==> src/rtl/knn_pkg.sv <==
// Shared constants and types for the k-NN query feeder (upstream stage of dist_sort).
//   DATA_W    : width of a query and of each search vector
//   NUM_SV    : number of search vectors in a bank
//   SV_ADDR_W : width of a search-vector index
//   sv_t      : one query / search vector
//   feed_state_e : feeder FSM states (LOAD, RUN, DRAIN)
package knn_pkg;

  localparam int unsigned DATA_W    = 64;
  localparam int unsigned NUM_SV    = 8;
  localparam int unsigned SV_ADDR_W = $clog2(NUM_SV);

  typedef logic [DATA_W-1:0] sv_t;

  typedef enum logic [1:0] {
    LOAD,
    RUN,
    DRAIN
  } feed_state_e;

endpackage

==> src/rtl/knn_query_fifo.sv <==
// Synchronous query FIFO with full/empty flags and an occupancy count.
// Reads are non-registered: rdata always shows the head entry.
// Ports:
//   clk, rst     : clock, asynchronous active-high reset (empties the FIFO)
//   push, wdata  : write wdata when push && !full
//   pop          : drop the head entry when pop && !empty
//   rdata        : head entry
//   full, empty  : occupancy flags
//   count        : number of stored entries (0..DEPTH)
module knn_query_fifo #(
  parameter int unsigned WIDTH = 64,
  parameter int unsigned DEPTH = 4
) (
  input  logic                       clk,
  input  logic                       rst,
  input  logic                       push,
  input  logic [WIDTH-1:0]           wdata,
  input  logic                       pop,
  output logic [WIDTH-1:0]           rdata,
  output logic                       full,
  output logic                       empty,
  output logic [$clog2(DEPTH):0]     count
);

  localparam int unsigned PTR_W = $clog2(DEPTH);
  localparam logic [PTR_W:0] PTR_ONE = 1;

  logic [WIDTH-1:0] mem_q [DEPTH];
  // One extra wrap bit on each pointer distinguishes full from empty.
  logic [PTR_W:0]   wr_ptr_q, rd_ptr_q;
  logic             do_push, do_pop;

  assign do_push = push && !full;
  assign do_pop  = pop && !empty;

  assign empty = (wr_ptr_q == rd_ptr_q);
  assign full  = (wr_ptr_q[PTR_W] != rd_ptr_q[PTR_W]) &&
                 (wr_ptr_q[PTR_W-1:0] == rd_ptr_q[PTR_W-1:0]);
  assign count = wr_ptr_q - rd_ptr_q;
  assign rdata = mem_q[rd_ptr_q[PTR_W-1:0]];

  always_ff @(posedge clk or posedge rst) begin
    if (rst) begin
      wr_ptr_q <= '0;
      rd_ptr_q <= '0;
    end else begin
      if (do_push) wr_ptr_q <= wr_ptr_q + PTR_ONE;
      if (do_pop)  rd_ptr_q <= rd_ptr_q + PTR_ONE;
    end
  end

  // Storage needs no reset: an entry is only read after it has been written.
  always_ff @(posedge clk) begin
    if (do_push) mem_q[wr_ptr_q[PTR_W-1:0]] <= wdata;
  end

endmodule

==> src/rtl/knn_query_feeder.sv <==
// k-NN query feeder: holds the search-vector bank and streams buffered queries into dist_sort.
// Search vectors are written over sv_wr_*; sv_commit starts streaming, sv_reload drains the
// query FIFO and returns to loading. One queued query is issued per cycle in RUN/DRAIN.
// Ports:
//   clk, rst                 : clock, asynchronous active-high reset
//   sv_wr_en/addr/data       : search-vector write
//   sv_commit, sv_reload     : single-cycle commands (reload has precedence)
//   q_valid, q_data, q_ready : query input handshake (q_ready is registered)
//   query, search_0..7       : to dist_sort, valid while in_valid
//   in_valid                 : to dist_sort, no backpressure
//   state_run                : high while in RUN
//   cmd_err                  : one-cycle pulse after an illegal write or command
//   issued_cnt               : queries issued since reset, wrapping
// Build option SHADOW_BANK_EN: writes go to a shadow bank (any state) that sv_commit copies
// into the active bank when the shadow bank is fully loaded.
module knn_query_feeder
  import knn_pkg::*;
#(
  parameter int unsigned FIFO_DEPTH = 4,
  parameter int unsigned CNT_W      = 16
) (
  input  logic                 clk,
  input  logic                 rst,
  input  logic                 sv_wr_en,
  input  logic [SV_ADDR_W-1:0] sv_wr_addr,
  input  sv_t                  sv_wr_data,
  input  logic                 sv_commit,
  input  logic                 sv_reload,
  input  logic                 q_valid,
  input  sv_t                  q_data,
  output logic                 q_ready,
  output sv_t                  query,
  output sv_t                  search_0,
  output sv_t                  search_1,
  output sv_t                  search_2,
  output sv_t                  search_3,
  output sv_t                  search_4,
  output sv_t                  search_5,
  output sv_t                  search_6,
  output sv_t                  search_7,
  output logic                 in_valid,
  output logic                 state_run,
  output logic                 cmd_err,
  output logic [CNT_W-1:0]     issued_cnt
);

  localparam int unsigned FCNT_W = $clog2(FIFO_DEPTH) + 1;

  feed_state_e       state_q, state_d;
  sv_t               bank_q [NUM_SV];
  sv_t               srch_q [NUM_SV];
  logic [NUM_SV-1:0] mask_q, mask_d;
  sv_t               query_q;
  logic              in_valid_q, q_ready_q, q_ready_d, cmd_err_q;
  logic [CNT_W-1:0]  issued_q;

  logic              push, pop;
  sv_t               fifo_rdata;
  logic              fifo_full, fifo_empty;
  logic [FCNT_W-1:0] fifo_count;

  logic              err, wr_err, act_wr, copy_shadow, mask_clr;
  int                count_nxt;

  // ---------------------------------------------------------------------------
  // Query FIFO
  // ---------------------------------------------------------------------------
  assign push = q_valid && q_ready_q;
  assign pop  = (state_q != LOAD) && !fifo_empty;

  knn_query_fifo #(
    .WIDTH (DATA_W),
    .DEPTH (FIFO_DEPTH)
  ) u_fifo (
    .clk   (clk),
    .rst   (rst),
    .push  (push),
    .wdata (q_data),
    .pop   (pop),
    .rdata (fifo_rdata),
    .full  (fifo_full),
    .empty (fifo_empty),
    .count (fifo_count)
  );

  // ---------------------------------------------------------------------------
  // Optional shadow bank
  // ---------------------------------------------------------------------------
`ifdef SHADOW_BANK_EN
  sv_t               shadow_q [NUM_SV];
  logic [NUM_SV-1:0] shadow_mask_q;

  assign act_wr = 1'b0;
  assign wr_err = 1'b0;

  always_ff @(posedge clk or posedge rst) begin
    if (rst) begin
      for (int i = 0; i < int'(NUM_SV); i++) shadow_q[i] <= '0;
      shadow_mask_q <= '0;
    end else begin
      if (copy_shadow) shadow_mask_q <= '0;
      if (sv_wr_en) begin
        shadow_q[sv_wr_addr]      <= sv_wr_data;
        shadow_mask_q[sv_wr_addr] <= 1'b1;
      end
    end
  end
`else
  assign act_wr = sv_wr_en && (state_q == LOAD);
  assign wr_err = sv_wr_en && (state_q != LOAD);
`endif

  // ---------------------------------------------------------------------------
  // FSM next state and command checking
  // ---------------------------------------------------------------------------
  always_comb begin
    state_d     = state_q;
    err         = wr_err;
    copy_shadow = 1'b0;
    mask_clr    = 1'b0;
    unique case (state_q)
      LOAD: begin
        if (sv_reload) begin
          err = 1'b1;
        end else if (sv_commit) begin
`ifdef SHADOW_BANK_EN
          if (&shadow_mask_q) begin
            copy_shadow = 1'b1;
            state_d     = RUN;
          end else if (&mask_q) begin
            state_d = RUN;
          end else begin
            err = 1'b1;
          end
`else
          if (&mask_q) state_d = RUN;
          else         err     = 1'b1;
`endif
        end
      end
      RUN: begin
        if (sv_reload) begin
          state_d = DRAIN;
          // A commit alongside a reload is dropped and flagged.
          if (sv_commit) err = 1'b1;
        end else if (sv_commit) begin
`ifdef SHADOW_BANK_EN
          if (&shadow_mask_q) copy_shadow = 1'b1;
          else                err         = 1'b1;
`else
          err = 1'b1;
`endif
        end
      end
      DRAIN: begin
        if (sv_reload || sv_commit) err = 1'b1;
        if (fifo_empty) begin
          state_d  = LOAD;
          mask_clr = 1'b1;
        end
      end
      default: state_d = LOAD;
    endcase
  end

  always_comb begin
    mask_d = mask_q;
    if (mask_clr)    mask_d = '0;
    if (copy_shadow) mask_d = '1;
    if (act_wr)      mask_d[sv_wr_addr] = 1'b1;
  end

  // q_ready is registered, so it is derived from next-cycle FIFO occupancy.
  always_comb begin
    count_nxt = int'(fifo_count) + int'(push) - int'(pop);
    q_ready_d = (state_d == RUN) && (count_nxt < int'(FIFO_DEPTH));
  end

  // ---------------------------------------------------------------------------
  // State, bank and output registers
  // ---------------------------------------------------------------------------
  always_ff @(posedge clk or posedge rst) begin
    if (rst) begin
      state_q    <= LOAD;
      mask_q     <= '0;
      query_q    <= '0;
      in_valid_q <= 1'b0;
      q_ready_q  <= 1'b0;
      cmd_err_q  <= 1'b0;
      issued_q   <= '0;
    end else begin
      state_q    <= state_d;
      mask_q     <= mask_d;
      in_valid_q <= pop;
      q_ready_q  <= q_ready_d;
      cmd_err_q  <= err;
      if (pop) begin
        query_q  <= fifo_rdata;
        issued_q <= issued_q + CNT_W'(1);
      end
    end
  end

  always_ff @(posedge clk or posedge rst) begin
    if (rst) begin
      for (int i = 0; i < int'(NUM_SV); i++) bank_q[i] <= '0;
    end else begin
`ifdef SHADOW_BANK_EN
      if (copy_shadow) begin
        for (int i = 0; i < int'(NUM_SV); i++) bank_q[i] <= shadow_q[i];
      end
`else
      if (act_wr) bank_q[sv_wr_addr] <= sv_wr_data;
`endif
    end
  end

  // search_* are snapshotted with each issued query, so they stay tied to that query even if
  // the active bank changes in the same cycle.
  always_ff @(posedge clk or posedge rst) begin
    if (rst) begin
      for (int i = 0; i < int'(NUM_SV); i++) srch_q[i] <= '0;
    end else if (pop) begin
      for (int i = 0; i < int'(NUM_SV); i++) srch_q[i] <= bank_q[i];
    end
  end

  assign q_ready    = q_ready_q;
  assign query      = query_q;
  assign in_valid   = in_valid_q;
  assign state_run  = (state_q == RUN);
  assign cmd_err    = cmd_err_q;
  assign issued_cnt = issued_q;

  assign search_0 = srch_q[0];
  assign search_1 = srch_q[1];
  assign search_2 = srch_q[2];
  assign search_3 = srch_q[3];
  assign search_4 = srch_q[4];
  assign search_5 = srch_q[5];
  assign search_6 = srch_q[6];
  assign search_7 = srch_q[7];

endmodule

==> config.mk <==
export PLATFORM = sky130hd
export DESIGN_NAME = knn_query_feeder
export DESIGN_NICKNAME = d
export VERILOG_FILES = /design/src/rtl/knn_pkg.sv /design/src/rtl/knn_query_fifo.sv /design/src/rtl/knn_query_feeder.sv
export SDC_FILE = /design/constraint.sdc
export NUM_CORES = 2
export LEC_CHECK = 0
export ABC_AREA = 1
export CAP_MARGIN = 10
export CORE_ASPECT_RATIO = 0.5
export CORE_MARGIN = 2
export CORE_UTILIZATION = 48
export DETAILED_ROUTE_END_ITERATION = 12
export PLACE_DENSITY = 0.76
export SLEW_MARGIN = 20
export SYNTH_ARGS = -nofsm -noshare
export SYNTH_HDL_FRONTEND = slang
export SYNTH_SLANG_ARGS = --single-unit
==> constraint.sdc <==
create_clock -name clk -period 132.5 [get_ports clk]
set_clock_uncertainty 0.2 [all_clocks]
set_input_delay 39.75 -clock clk [delete_from_list [all_inputs] [get_ports clk]]
set_output_delay 39.75 -clock clk [all_outputs]
set_load 0.005 [all_outputs]
* Yosys cells after proc, flatten, opt, wreduce, memory -nomap -nowiden
Memory sizes are Yosys's and may differ from the RTL's. A register that Yosys moved wholly into a read port is not among the register bits.
Cells that the tools add are included.
** Storage, ports and cells
- Register bits after elaboration :: 1059
- Bits in latches :: 0
- Bits in writable memories :: 256
- ROM bits :: 0
- Word-level logic and storage cells :: 83
- Memories :: 1
** Cells by class
- $add $sub $neg :: 6
- Multiply operators :: 0
- Div/mod/pow operators :: 0
- Order comparisons :: 5
- Eq/ne operators :: 6
- Shift-type cells :: 0
- Muxes and demuxes :: 23
- Bitwise gates (word level) :: 2
- Reduce and logical (&&, ||, !) cells :: 16
** Memory list
- u_fifo.mem_q :: depth 4, bits a word 64, read ports 1, clocked after Yosys merged registers in 1, write ports 1, line knn_query_fifo.sv:28 : logic [WIDTH-1:0] mem_q [DEPTH];
** Operators with widths (count)
- $bwmux 512 :: 1
- $demux 64 s3 :: 1
- $mux 64 :: 1
- $add 16x1->16 const B :: 1
- $mux 8 :: 2
- $logic_and 1x1->1 :: 10
- $mux 1 :: 10
- $mux 2 :: 5
- $or 8x8->8 :: 1
- $reduce_and 8->1 :: 1
- $add 3x1->3 const B :: 2
- $pmux 2 s3 :: 1
- $lt 5x4->1 const B :: 1
- $sub 4x1->5 :: 1
- $add 3x1->4 :: 1
- $eq 2x1->1 const B :: 2
- $ge 4x4->1 const B :: 1
- $lt 3x4->1 const B :: 1
- $lt 4x1->1 const B :: 1
- $not 3->4 :: 1
- $demux 1 s3 :: 1
- $eq 3x3->1 :: 1
- $ge 3x1->1 const B :: 1
- $pmux 1 s3 :: 1
- 8 further kinds :: 9

* Logic depth before layout (Yosys ltp)
- Word-level depth :: 7
- Gate-level depth with buffers :: 22

* Cells and area by module
Synthesis repeated with hierarchy kept, for this count alone.
** Second synthesis, totals
- Cell total of the unflattened synthesis :: 5043
- Area, all modules :: 51831.0 um2
** By module, submodules not included
- knn_query_feeder :: times used 1, cells each 4359, area each 41865.2 um2, seq. area each 27951.8 um2
- knn_query_fifo :: times used 1, cells each 684, area each 9965.8 um2, seq. area each 7837.5 um2

* Least setup slack after synthesis
No wires, ideal clock.
- Kind :: input to register
- Start point :: input port q_valid
- End point :: memory u_fifo.mem_q[3][0] (enable)
- Arrival :: 42.765 ns
- Required time :: 131.811 ns
- Path slack :: 89.046 ns
- Stages on the path :: 4
- Path through :: nand2_1 inv_1 o21ai_1 nor2_1
** On the way
- Longest elaborated chain between the ends :: 4
** RTL lines
- from (decl) :: line knn_query_feeder.sv:29 : input logic q_valid,
- $logic_and 1x1->1 :: line knn_query_feeder.sv:68 : assign push = q_valid && q_ready_q;
- $logic_and 1x1->1 :: line knn_query_fifo.sv:33 : assign do_push = push && !full;
- $mux 1 :: line knn_query_fifo.sv:54 : if (do_push) mem_q[wr_ptr_q[PTR_W-1:0]] <= wdata;
- $mux 1 (implied by the code) :: line knn_query_fifo.sv:54
- to (decl) :: line knn_query_fifo.sv:28
Every way passes these cells.

==> results.cfg <==
[status]
outcome = finished, final reports clean

[route]
iteration_0_drc_count_of_the_detailed_router = 3287
average_via_count_per_standard_cell = 5.28
routedWlPerCell_um = 19.8
ant_nets = 0
route.vias.total = 37700
drt_drc_violations_left = 0
routed_wirelength_um = 142000
drt_pre_antenna_iters = 6

[worst_setup_path]
cp.buffers_inverters = 5
slowest_delay_ps = 780
timing.critical_path.cells = clkdlybuf4s50_1, clkinv_8, buf_12, buf_12, buf_4
reg2reg_to = search_3[42]
critical_path_peak_fanout = 169
crit_path_top_delay_cell = buf_4
top_delay_family_on_crit_path = buffers and inverters
crit-reg2reg-launch = u_fifo.rd_ptr_q[1]
r2r.worst_path.cells = 13
worst_ep_arrival_time_ps = 43550
critical-path-top-cell-by-count = buf_12
critical_path_start_type = input port
cp-end-kind = async pin
regToRegSetupSlack_ps = 126010
worst_setup_path_category = in2async
worst-endpoint-required_ps = 133050

[placement]
post-place-ws_ps = 88630
port-buffer-count = 732
detailedPlacementHpwl_um = 89900
place.gp.congestion = 0.889

[layout]
multiInputGateArea_um2 = 13600
synthToLayoutAreaGrowth_pct = 24.1
drive_above_1_share = 0.0427
nFillCells = 8267
final-seq-area_um2 = 35800
nets = 5780

[pwr]
ir_worst_vdd_uv = 23.8
total_power_density_per_cell_area_nw_per_um2 = 24.6
cellLeakagePower_uw = 0.0296

[synthesis]
post-synth-top-area-fraction = 0.552
synth.yosys.warnings = 0
synth_fp_nets = 5183
synthTopCellsByArea = dfrtp_1 (55%), nand2_1 (16%), edfxtp_1 (15%), o21ai_0 (6.4%), nor2_1 (2.6%)
syn_inst = 5029
synthDominantAreaCellType = dfrtp_1
yosys_register_bits = 1379
post_synth_instance_area_um2 = 51000
post_synth_num_cell_types = 26
syn_avg_cell_area_um2 = 10.1
synth_sequential_area_ratio = 0.702

[cts]
clock-sinks = 1379
cts_setup_buffers = 0
cts_max_level = 3
cts.repair.resized = 0
clock-root-buffer = clkbuf_16
cts-root-to-sink-buffers = 3
cts.clk_slew.worst_paths_ps = 70
worst_skew_pair.late_latency_ps = 750
number_of_cts_inserted_buffers = 111
tritoncts = done
cts.hold.buffers_added = 0

[timing]
number_of_endpoints_failing_setup_at_the_final_stage = 0
grt_setup_unrepaired = false
timing_worst_slew_pin_value_ps = 1220
hold_violation_total_from_the_final_report = 0
fmax_ghz = 0.0233
max_slew_margin = 0.189
period_minus_ws_final_ps = 43000
report.final.slew_viol_count = 0
finalWorstSetupSlack_ps = 89500
fin_crit_sh = 0.325
final.setup.tns_ps = 0

[hold_path]
whs_endpoint = search_6[13]
hold_depth = 2
hold_path.startpoint = bank_q[77]
worstHoldPathType = reg2reg

[global_route]
first_pass_grt_wire_length_um = 214000
groute.usage.overall = 0.255
pin_count_of_the_biggest_net_entering_global_routing = 214
first_global_vias = 37000
initial_antenna_violation_count = 14
grt_remaining_overflow = 0

[floorplan]
floorplan.die_area_um2 = 109000
start_util = 0.484
core.rowCount = 84
coreArea_um2 = 105000
fp.dieW_um = 465
io-pin-count = 733
die_height_um = 234

[run]
max-cap-violations = 0
[worst max path at each step]
stage	from	endpoint	depth (start not counted)
after floorplan	rst	bank_q[0]	1
after global placement	rst	search_5[1]	5
after detailed placement	rst	search_5[1]	5
after CTS	rst	search_5[6]	5
after global routing	rst	search_5[1]	5
final	rst	issued_cnt[12]	5
[through the flow]
stage	power [uW]	area, um^2	cells	hold WS (ps)	util
final	1560	63200	7143	250	0.601
after global routing	1650	63200	7143	279	0.601
after CTS	1570	63200	7136	262	0.600
after detailed placement	1210	59200	6931	252	0.563
after global placement	1180	59200	6931	250	0.563
after floorplan	950	51000	5029	242	-
[worst min-delay path: stages, from the launching register on]
cell,delay [ps]
dfrtp_1,340
nand2_1,50
nand2_1,50
[layout make-up]
cell class,instances,area share
flip-flops and latches,1379,0.566
clock buffers,153,0.0504
repair buffers,767,0.121
clock inverters,52,0.0120
diodes,6,0.000238
well taps,1419,0.0281
inverters,111,0.00691
multi-input cells,3256,0.215
[logic make-up (layout without fill, tap and decap cells)]
logic type               after synthesis  count (layout)  synth area share
other                                  0               6                 0
adder cells (fa/ha/maj)               17              17           0.00432
buffers and inverters                394            1083            0.0332
flip-flops                          1379            1379             0.702
AND/OR/NAND/NOR                     2504            2504             0.185
XOR/XNOR                              14              14           0.00241
AO/OA/AOI/OAI                        721             721            0.0724
[cell usage after synthesis]
| cell type | instances |
|---|---|
| inv_2 | 4 |
| a21oi_1 | 7 |
| fa_1 | 1 |
| nand3_2 | 1 |
| a31oi_1 | 64 |
| buf_6 | 1 |
| a22oi_1 | 1 |
| xnor2_1 | 4 |
| ha_1 | 16 |
| dfrtp_1 | 1123 |
| nand2_2 | 1 |
| o21ai_1 | 1 |
| o21ai_0 | 648 |
| inv_1 | 107 |
| buf_2 | 148 |
| nand2_1 | 2128 |
| nor3_1 | 4 |
| and2_1 | 1 |
| buf_1 | 7 |
| buf_4 | 5 |
| xor2_1 | 10 |
| edfxtp_1 | 256 |
| nand3_1 | 15 |
| clkbuf_1 | 122 |
| nand4_1 | 2 |
| nor2_1 | 352 |
[per-layer routing]
metal  track usage  wire length [um]  vias to the layer above
met4         0.183             11300                       14
met1         0.300             52400                    18700
met2         0.426             69900                     1356
met5             0                87                        -
li1              -                 -                    17200
met3        0.0490              7970                      436
[placed cells by master (no fill, tap or decap), types with 14 or more instances in the layout]
master,count
inv_1,105
dfrtp_1,1121
nand2_1,2120
clkbuf_16,112
bufinv_16,14
clkbuf_8,23
ha_1,16
o21ai_0,648
a31oi_1,64
nand3_1,15
clkinv_2,16
clkdlybuf4s50_1,732
nor2_1,348
edfxtp_1,256
clkbuf_1,18
buf_4,28
[registers in the layout, summed over array words and instances (netlist names)]
signal	cells
search_5	64
u_fifo.rd_ptr_q	3
search_6	64
bank_q	512
search_1	64
search_0	64
in_valid	1
cmd_err	1
u_fifo.wr_ptr_q	3
search_4	64
search_7	64
q_ready	1
issued_cnt	16
query	64
mask_q	8
u_fifo.mem_q	256
search_3	64
state_q	2
search_2	64
[power by group]
part / total [uW] / internal, uW / leakage, uW / switching (uW)
clock: 355 / 197 / 0.00191 / 158
combinational: 522 / 224 / 0.0111 / 299
sequential: 681 / 581 / 0.0166 / 99.5
total: 1560 / 1000 / 0.0296 / 556
Power figures use the tool's default switching activity.
